--- src/rtl/instr_mem_fetch_pkg.sv ---
// rtl/instr_mem_fetch_pkg.sv - shared types and constants for the instruction fetch memory
package instr_mem_fetch_pkg;

    // Instruction width shared with the decode stage
    localparam int INSTR_W = 32;

    // Word returned for out-of-range fetches and written by the clear sweep
    localparam logic [INSTR_W-1:0] NOP_DEFAULT = '0;

    typedef enum logic {
        CLEAR = 1'b0,
        RUN   = 1'b1
    } fetch_state_e;

endpackage

--- src/rtl/instr_mem_fetch_ram.sv ---
// rtl/instr_mem_fetch_ram.sv - DEPTH x DATA_W RAM, one write port, one registered read port
module instr_ram #(
    parameter int DATA_W = 32,
    parameter int ADDR_W = 6,
    parameter int DEPTH  = 64
) (
    input  logic              clk,
    input  logic              we,
    input  logic [ADDR_W-1:0] waddr,
    input  logic [DATA_W-1:0] wdata,
    input  logic              re,
    input  logic [ADDR_W-1:0] raddr,
    output logic [DATA_W-1:0] rdata
);

    // No reset on the array or read register so this maps onto block RAM;
    // callers keep both addresses below DEPTH.
    logic [DATA_W-1:0] mem [DEPTH];

    // Write port and synchronous read port; rdata holds when re is low
    always_ff @(posedge clk) begin
        if (we) begin
            mem[waddr] <= wdata;
        end
        if (re) begin
            rdata <= mem[raddr];
        end
    end

endmodule

--- src/rtl/instr_mem_fetch.sv ---
// rtl/instr_mem_fetch.sv - loadable instruction RAM with clear sweep and valid/ready fetch port
module instr_mem_fetch
    import instr_mem_fetch_pkg::*;
#(
    parameter int                DATA_W   = INSTR_W,
    parameter int                ADDR_W   = 6,
    parameter int                DEPTH    = 64,
    parameter logic [DATA_W-1:0] NOP_WORD = DATA_W'(NOP_DEFAULT)
) (
    input  logic              clk,
    input  logic              rst,
    input  logic              load_en,
    input  logic [ADDR_W-1:0] load_addr,
    input  logic [DATA_W-1:0] load_data,
    input  logic              fetch_req,
    input  logic [ADDR_W-1:0] fetch_addr,
    input  logic              fetch_ready,
    output logic              fetch_gnt,
    output logic              instr_valid,
    output logic [DATA_W-1:0] instr_out,
    output logic [ADDR_W-1:0] instr_addr,
    output logic              addr_err,
    output logic              busy
);

    localparam logic [ADDR_W:0]   DEPTH_X   = (ADDR_W+1)'(DEPTH);
    localparam logic [ADDR_W-1:0] LAST_ADDR = ADDR_W'(DEPTH - 1);

    fetch_state_e      state_q;
    fetch_state_e      state_d;
    logic [ADDR_W-1:0] cnt_q;

    logic              fetch_in_range;
    logic              load_in_range;
    logic              bypass_hit;

    logic              ram_we;
    logic [ADDR_W-1:0] ram_waddr;
    logic [DATA_W-1:0] ram_wdata;
    logic              ram_re;
    logic [DATA_W-1:0] ram_rdata;

    // Output word source: registered RAM data, or a captured word (bypass / NOP)
    logic              use_ram_q;
    logic [DATA_W-1:0] byp_data_q;

    assign fetch_in_range = ({1'b0, fetch_addr} < DEPTH_X);
    assign load_in_range  = ({1'b0, load_addr} < DEPTH_X);
    // Same-cycle load to the fetched word: hand back the new data, not the stale RAM word
    assign bypass_hit     = load_en && load_in_range && (load_addr == fetch_addr);

    // State register
    always_ff @(posedge clk or posedge rst) begin
        if (rst) begin
            state_q <= CLEAR;
        end else begin
            state_q <= state_d;
        end
    end

    // Sweep counter walks the array once after every reset
    always_ff @(posedge clk or posedge rst) begin
        if (rst) begin
            cnt_q <= '0;
        end else if (state_q == CLEAR) begin
            cnt_q <= cnt_q + 1'b1;
        end
    end

    // Next state: leave CLEAR once the last implemented word has been written
    always_comb begin
        state_d = state_q;
        if (state_q == CLEAR && cnt_q == LAST_ADDR) begin
            state_d = RUN;
        end
    end

    // Outputs and RAM port control per state
    always_comb begin
        busy      = 1'b0;
        fetch_gnt = 1'b0;
        ram_we    = 1'b0;
        ram_waddr = load_addr;
        ram_wdata = load_data;
        ram_re    = 1'b0;
        case (state_q)
            CLEAR: begin
                busy      = 1'b1;
                ram_we    = 1'b1;
                ram_waddr = cnt_q;
                ram_wdata = NOP_WORD;
            end
            RUN: begin
                ram_we    = load_en && load_in_range;
                fetch_gnt = fetch_req && (!instr_valid || fetch_ready);
                ram_re    = fetch_gnt && fetch_in_range && !bypass_hit;
            end
            default: begin
                busy = 1'b1;
            end
        endcase
    end

    instr_ram #(
        .DATA_W (DATA_W),
        .ADDR_W (ADDR_W),
        .DEPTH  (DEPTH)
    ) u_ram (
        .clk   (clk),
        .we    (ram_we),
        .waddr (ram_waddr),
        .wdata (ram_wdata),
        .re    (ram_re),
        .raddr (fetch_addr),
        .rdata (ram_rdata)
    );

    // Single output stage: load on grant, hold under back-pressure, drop on pop
    always_ff @(posedge clk or posedge rst) begin
        if (rst) begin
            instr_valid <= 1'b0;
            instr_addr  <= '0;
            addr_err    <= 1'b0;
            use_ram_q   <= 1'b0;
            byp_data_q  <= NOP_WORD;
        end else if (fetch_gnt) begin
            instr_valid <= 1'b1;
            instr_addr  <= fetch_addr;
            addr_err    <= !fetch_in_range;
            use_ram_q   <= fetch_in_range && !bypass_hit;
            byp_data_q  <= bypass_hit ? load_data : NOP_WORD;
        end else if (fetch_ready) begin
            instr_valid <= 1'b0;
        end
    end

    assign instr_out = use_ram_q ? ram_rdata : byp_data_q;

endmodule

--- config.mk ---
export PLATFORM = sky130hd
export DESIGN_NAME = instr_mem_fetch
export DESIGN_NICKNAME = d
export VERILOG_FILES = /design/src/rtl/instr_mem_fetch_pkg.sv /design/src/rtl/instr_mem_fetch_ram.sv /design/src/rtl/instr_mem_fetch.sv
export SDC_FILE = /design/constraint.sdc
export NUM_CORES = 2
export LEC_CHECK = 0
export CAP_MARGIN = 10
export CORE_ASPECT_RATIO = 0.6
export CORE_MARGIN = 1.5
export CORE_UTILIZATION = 55
export CTS_CLUSTER_DIAMETER = 200
export CTS_CLUSTER_SIZE = 28
export DETAILED_ROUTE_END_ITERATION = 10
export DONT_BUFFER_PORTS = 1
export GPL_TIMING_DRIVEN = 0
export PLACE_DENSITY = 0.7
export SLEW_MARGIN = 5
export SYNTH_ARGS = -nofsm -noshare
export SYNTH_HDL_FRONTEND = slang
export SYNTH_SLANG_ARGS = --single-unit
--- constraint.sdc ---
create_clock -name clk -period 6.5 [get_ports clk]
set_input_delay 0.975 -clock clk [delete_from_list [all_inputs] [get_ports clk]]
set_output_delay 0.975 -clock clk [all_outputs]
set_load 0.05 [all_outputs]
# Word-level counts from Yosys, hierarchy flattened
# Memories as Yosys holds them, arrays and structs flattened. A register that Yosys moved wholly into a read port is not among the register bits.
# Cells that the tools add are included.
[word_totals]
reg_bits = 47
latchBits = 0
ram_bits = 2048
mem_bits_ro = 0
inputBits = 49
wordCells = 31
n_memories = 1
[op_classes]
n_addsub = 1
n_mul = 0
div = 0
magnitude_cmp = 0
eq_ne = 2
shifts = 0
n_mux = 12
n_bitwise = 1
n_reduce_logical = 8
[mem_list]
columns = ["memory", "depth", "word_bits", "read_ports", "rd_clocked_by_memory_dff", "wr", "line", "rtl"]
rows = [
  ["u_ram.mem", 64, 32, 1, 1, 1, "instr_mem_fetch_ram.sv:18", "logic [DATA_W-1:0] mem [DEPTH];"],
]
[op_table]
columns = ["cell", "count"]
rows = [
  ["$mux W32", 3],
  ["$mux W1", 7],
  ["$add A6 B1 Y6 const B", 1],
  ["$eq A6 B6 Y1", 1],
  ["$eq A6 B6 Y1 const B", 1],
  ["$mux W6", 1],
  ["$logic_and A1 B1 Y1", 4],
  ["$logic_not A1 Y1", 2],
  ["$pmux W1 S2", 1],
  ["$reduce_bool A2 Y1", 1],
  ["$logic_or A1 B1 Y1", 1],
  ["$not A1 Y1", 1],
]

# Depth between registers and ports, before layout
[depth]
depth_word = 5
mapped_depth = 11
mapped_depth_nobuf = 5

# By module
# Synthesis repeated with hierarchy kept, for this count alone.
[unflattened]
hier_cells = 3609
hier_area_um2 = 81615.8
[by_module_without_submodules]
columns = ["mod", "n_inst", "cells_per_inst", "area_each_um2", "seq_area_each_um2"]
rows = [
  ["instr_ram", 1, 3324, 78835.6, 62459.9],
  ["instr_mem_fetch", 1, 285, 2780.2, 1176.1],
]

# Least setup slack after synthesis
# No wires, ideal clock.
[synth_path]
kind = "in2reg"
start = "in load_addr[2]"
end = "mem u_ram.mem[15][0], enable pin"
setup_time_ps = 421
arrival_time_ps = 2979
t_required_ps = 6079
path_slack_ps = 3100
path_stages = 4
n_path_buf = 1
path_cell_list = "buf_1 a32o_1 nand2_1 nor2_1"
[synth_between]
elab_chain_cells = 1
[synth_rtl]
columns = ["element", "line", "rtl"]
rows = [
  ["from (decl)", "instr_mem_fetch.sv:13", "input logic [ADDR_W-1:0] load_addr,"],
  ["$mux W6", "instr_mem_fetch.sv:86", "case (state_q)"],
  ["to (decl)", "instr_mem_fetch_ram.sv:18", ""],
]
# Every way passes these cells.

# Worst setup path after layout
[layout_path]
start = "in fetch_addr[3]"
end = "reg u_ram.rdata[27], read port of u_ram.mem (data pin)"
[layout_between]
elab_chain_cells = 5
[layout_rtl]
columns = ["element", "line", "rtl"]
rows = [
  ["from (decl)", "instr_mem_fetch.sv:16", "input logic [ADDR_W-1:0] fetch_addr,"],
  ["$eq A6 B6 Y1", "instr_mem_fetch.sv:50", "assign bypass_hit = load_en && load_in_range && (load_addr == fetch_addr);"],
  ["$logic_and A1 B1 Y1", "instr_mem_fetch.sv:50", ""],
  ["$logic_not A1 Y1", "instr_mem_fetch.sv:96", "ram_re = fetch_gnt && fetch_in_range && !bypass_hit;"],
  ["$logic_and A1 B1 Y1", "instr_mem_fetch.sv:96", ""],
  ["$mux W1", "instr_mem_fetch.sv:86", ""],
  ["to (decl)", "instr_mem_fetch_ram.sv:13", "output logic [DATA_W-1:0] rdata"],
]
# Parallel ways exist; a longest one is shown, timed or not.
# A chain may end at the register's enable or synchronous reset.

==> metrics.md <==
| Metric | Value |
|---|---|
| Reg clk slew, reported paths | `around 0.11 ns` |
| H-tree level count | `3` |
| Mapped Cells | `4058` |
| Critical path class | `in -> reg` |
| Worst path bufs/invs | `4` |
| Worst setup EP type | `flip-flop` |
| Required @ worst endpoint | `about 6.9 ns` |
| 1st-iter DRT viols | `9420` |
| DR WL/cell | `around 42 um` |
| Starting Density | `55.8%` |
| Syn_area_per_cell | `20.4 um^2` |
| Seq/Total Area, Yosys | `77.0%` |
| Largest stage delay, worst path | `1.10 ns` |
| Fmax | `0.205 GHz` |
| Number of global-route vias before repair | `41400` |
| Slowest library cell on the worst path | `nor4_1` |
| Final Skew | `between 0.06 and 0.07 ns` |
| Post-route cell area | `90100 um^2` |
| Seq cells post-synth | `2127` |
| Critical path arrival | `5.25 ns` |
| Most frequent cells in the layout | `edfxtp_1 (2080), mux4_2 (379), nand2_1 (271)` |
| Routed WL | `between 200000 and 300000 um` |
| Hold Crit Class | `in -> async` |
| Avg Vias per Cell | `7.21` |
| Leak | `23.2 nW` |
| Initial antenna violation count | `22` |
| Total gr overflow | `0` |
| CP top delay family | `buffers and inverters` |
| First-pass GRT wire length | `about 350000 um` |
| Least-Margin Pin Slew | `about 1.5 ns` |
| Synth top area share | `roughly 76%` |
| GR Util All Layers | `34.4%` |
| Post-CTS Setup Bufs | `0` |
| Final setup viols | `0` |
| IO buf count | `0` |
| Pwr/cell area | `249 nW/um^2` |
| Number of remaining DRC errors | `0` |
| Max Cap Viol | `2` |
| CTS max path bufs | `3` |
| Ranking of synthesized cells by area | `edfxtp_1 (76%), mux4_2 (10%), mux2i_1 (2.6%), mux2_2 (1.5%), dfrtp_1 (1.4%)` |
| Area leader, netlist | `edfxtp_1` |
| # nets final | `approximately 4300` |
| Fin crit share | `74.9%` |
| Cell Rows | `109` |
| Die height | `303 um` |
| Via Count | `approximately 45000` |
| Worst skew pair latency | `0.77 ns` |
| Relative slew slack | `-3.10%` |
| Unrepaired setup endpoints after global routing | `false` |
| Num Clock Sinks | `about 2100` |
| Synth Warn # | `0` |
| Worst vdd rail ir drop | `between 0.2 and 0.25 mV` |
| Max-slew violation count | `3` |
| ANT nets after route | `0` |
| Layout cell share with drive strength beyond 1 | `a little under a quarter` |
| Area growth, synth to finish | `9.11%` |
| Post-synth ARST share | `2.21%` |
| Clock tree root buffer cell | `clkbuf_16` |
| Synth cell types | `between 60 and 70` |
| Total power | `0.0224 W` |
| Die ar. | `between 150000 and 200000 um^2` |
| First-pass DRT Iterations | `6` |
| Die Wd | `between 500 and 600 um` |
| Number of CTS-inserted buffers | `85` |
| I/O Pins | `91` |
| Placed cell area | `87800 um^2` |
| Synthesized area | `~83000 um^2` |
| Min Tclk post-route | `4.87 ns` |
| Number of synthesized flops with an enable pin | `2080` |
| Hold Vio Cnt, Final | `0` |
| CTS Hold Bufs | `0` |
| Hold_ws | `0.227 ns` |
| Post_cts resized | `0` |
| Run status | `complete, but fails checks` |
| Failing checks | `capacitance limit, slew limit` |
| Final setup TNS | `0 ns` |
| CTS tree | `yes` |
| Most common cell after layout, fill and taps aside | `edfxtp_1` |
| CP max FO | `10` |
| Global placer's final weighted congestion | `0.995` |
| Crit-path cells | `buf_2 -> buf_2 -> clkbuf_1 -> clkbuf_1 -> a311oi_1 -> nor4_1` |
| Core area | `148000 um^2` |
| Dpl hpwl | `roughly 180000 um` |
| Syn_nets | `4108` |
| Prevailing post-synth register cell | `edfxtp_1` |
| Pin count of the biggest net entering global routing | `57` |
| CP Launch Type | `primary input` |
-- per-stage QoR --
step                instances  worst slack [ns]  utilization [%]
CTS                      6273              2.09             60.8
global placement         6056             0.687             57.5
global route             6277              1.79             60.9
detailed placement       6158              1.41             59.3
finish                   6283              1.63             60.9
floorplan                4058              3.10                -
-- area by class of cell --
type	instances	area, um^2
flip-flops and latches	2127	63600
fillers	10300	58000
multi-input cells	1690	17900
well taps	1998	2500
clock buffers	115	2320
repair buffers	106	2120
plain buffers	233	1570
inverters	8	30.0
diodes	6	15.0
-- path summary, 6_finish.rpt --
path | from | end | slack (ns) | cells after the start
setup / recovery | fetch_addr[3] | u_ram.rdata[27]$_DFFE_PP_ | 1.63 | 6
hold / removal | rst | instr_valid$_DFFE_PP0P_ | 0.23 | 1
setup reg to reg | state_q$_DFFE_PP0P_ | u_ram.mem[5][25]$_DFFE_PP_ | 2.54 | 7
hold reg to reg | byp_data_q[29]$_DFFE_PP0P_ | byp_data_q[29]$_DFFE_PP0P_ | 0.53 | 2
max in group asynchronous | rst | byp_data_q[19]$_DFFE_PP0P_ | 5.68 | 2
min in group clk | fetch_req | instr_valid$_DFFE_PP0P_ | 0.34 | 2
-- kinds of logic after synthesis --
kind of cell	Yosys count	share of synthesized area, %
other cells	1	0.00454
buf+inv	241	1.93
mux	703	14.5
xor+xnor	11	0.117
simple gates	530	2.85
compound gates	444	3.59
fa+ha+maj	1	0.0151
flops	2127	77.0
-- worst register-to-register path: stages, from the launching register on --
cell      delay, ns
dfrtp_1        0.42
buf_2          0.40
clkbuf_1       0.42
nand3_1        0.12
o21ai_0        0.26
nand2_1        0.70
nor2_4         1.02
buf_16         0.27
-- flip-flops by register name (all words and copies together), names as in the netlist --
name	cells
byp_data_q	32
instr_addr	6
instr_valid	1
state_q	1
cnt_q	6
use_ram_q	1
u_ram.mem	2048
u_ram.rdata	32
-- where the power goes --
part | internal [W] | leakage (nW) | switching, W
Combinational | 0.000269 | 6.93 | 0.000751
Sequential | 0.0148 | 15.2 | 0
Clock | 0.00253 | 1.13 | 0.00406
Total | 0.0176 | 23.2 | 0.00481
-- layer usage --
layer	global-route usage [%]	routed length [um]	vias up
li1	-	-	16900
met5	0	80	-
met2	43.4	101000	4295
met4	7.23	6570	10
met1	51.6	98500	23600
met3	19.2	55400	426
-- cells in the mapped netlist (all sizes together) (3+ instances only) --
cell type / instances
edfxtp: 2080
mux4: 381
nand2: 271
mux2i: 213
buf: 170
a21oi: 157
mux2: 109
nor2: 100
o22ai: 76
clkbuf: 63
dfrtp: 47
a311oi: 46
a22oi: 39
and2: 37
o221ai: 30
nand3: 29
nor2b: 23
o21ai: 21
nor4: 19
a211oi: 18
nor3: 16
nand2b: 11
a221oi: 10
a31oi: 10
nand4: 9
o221a: 8
inv: 7
xnor2: 7
o211ai: 6
o211a: 4
or2: 4
xor2: 4
a22o: 3
a2bb2oi: 3
or4: 3
Note: power is estimated with default switching activity, not from simulation.
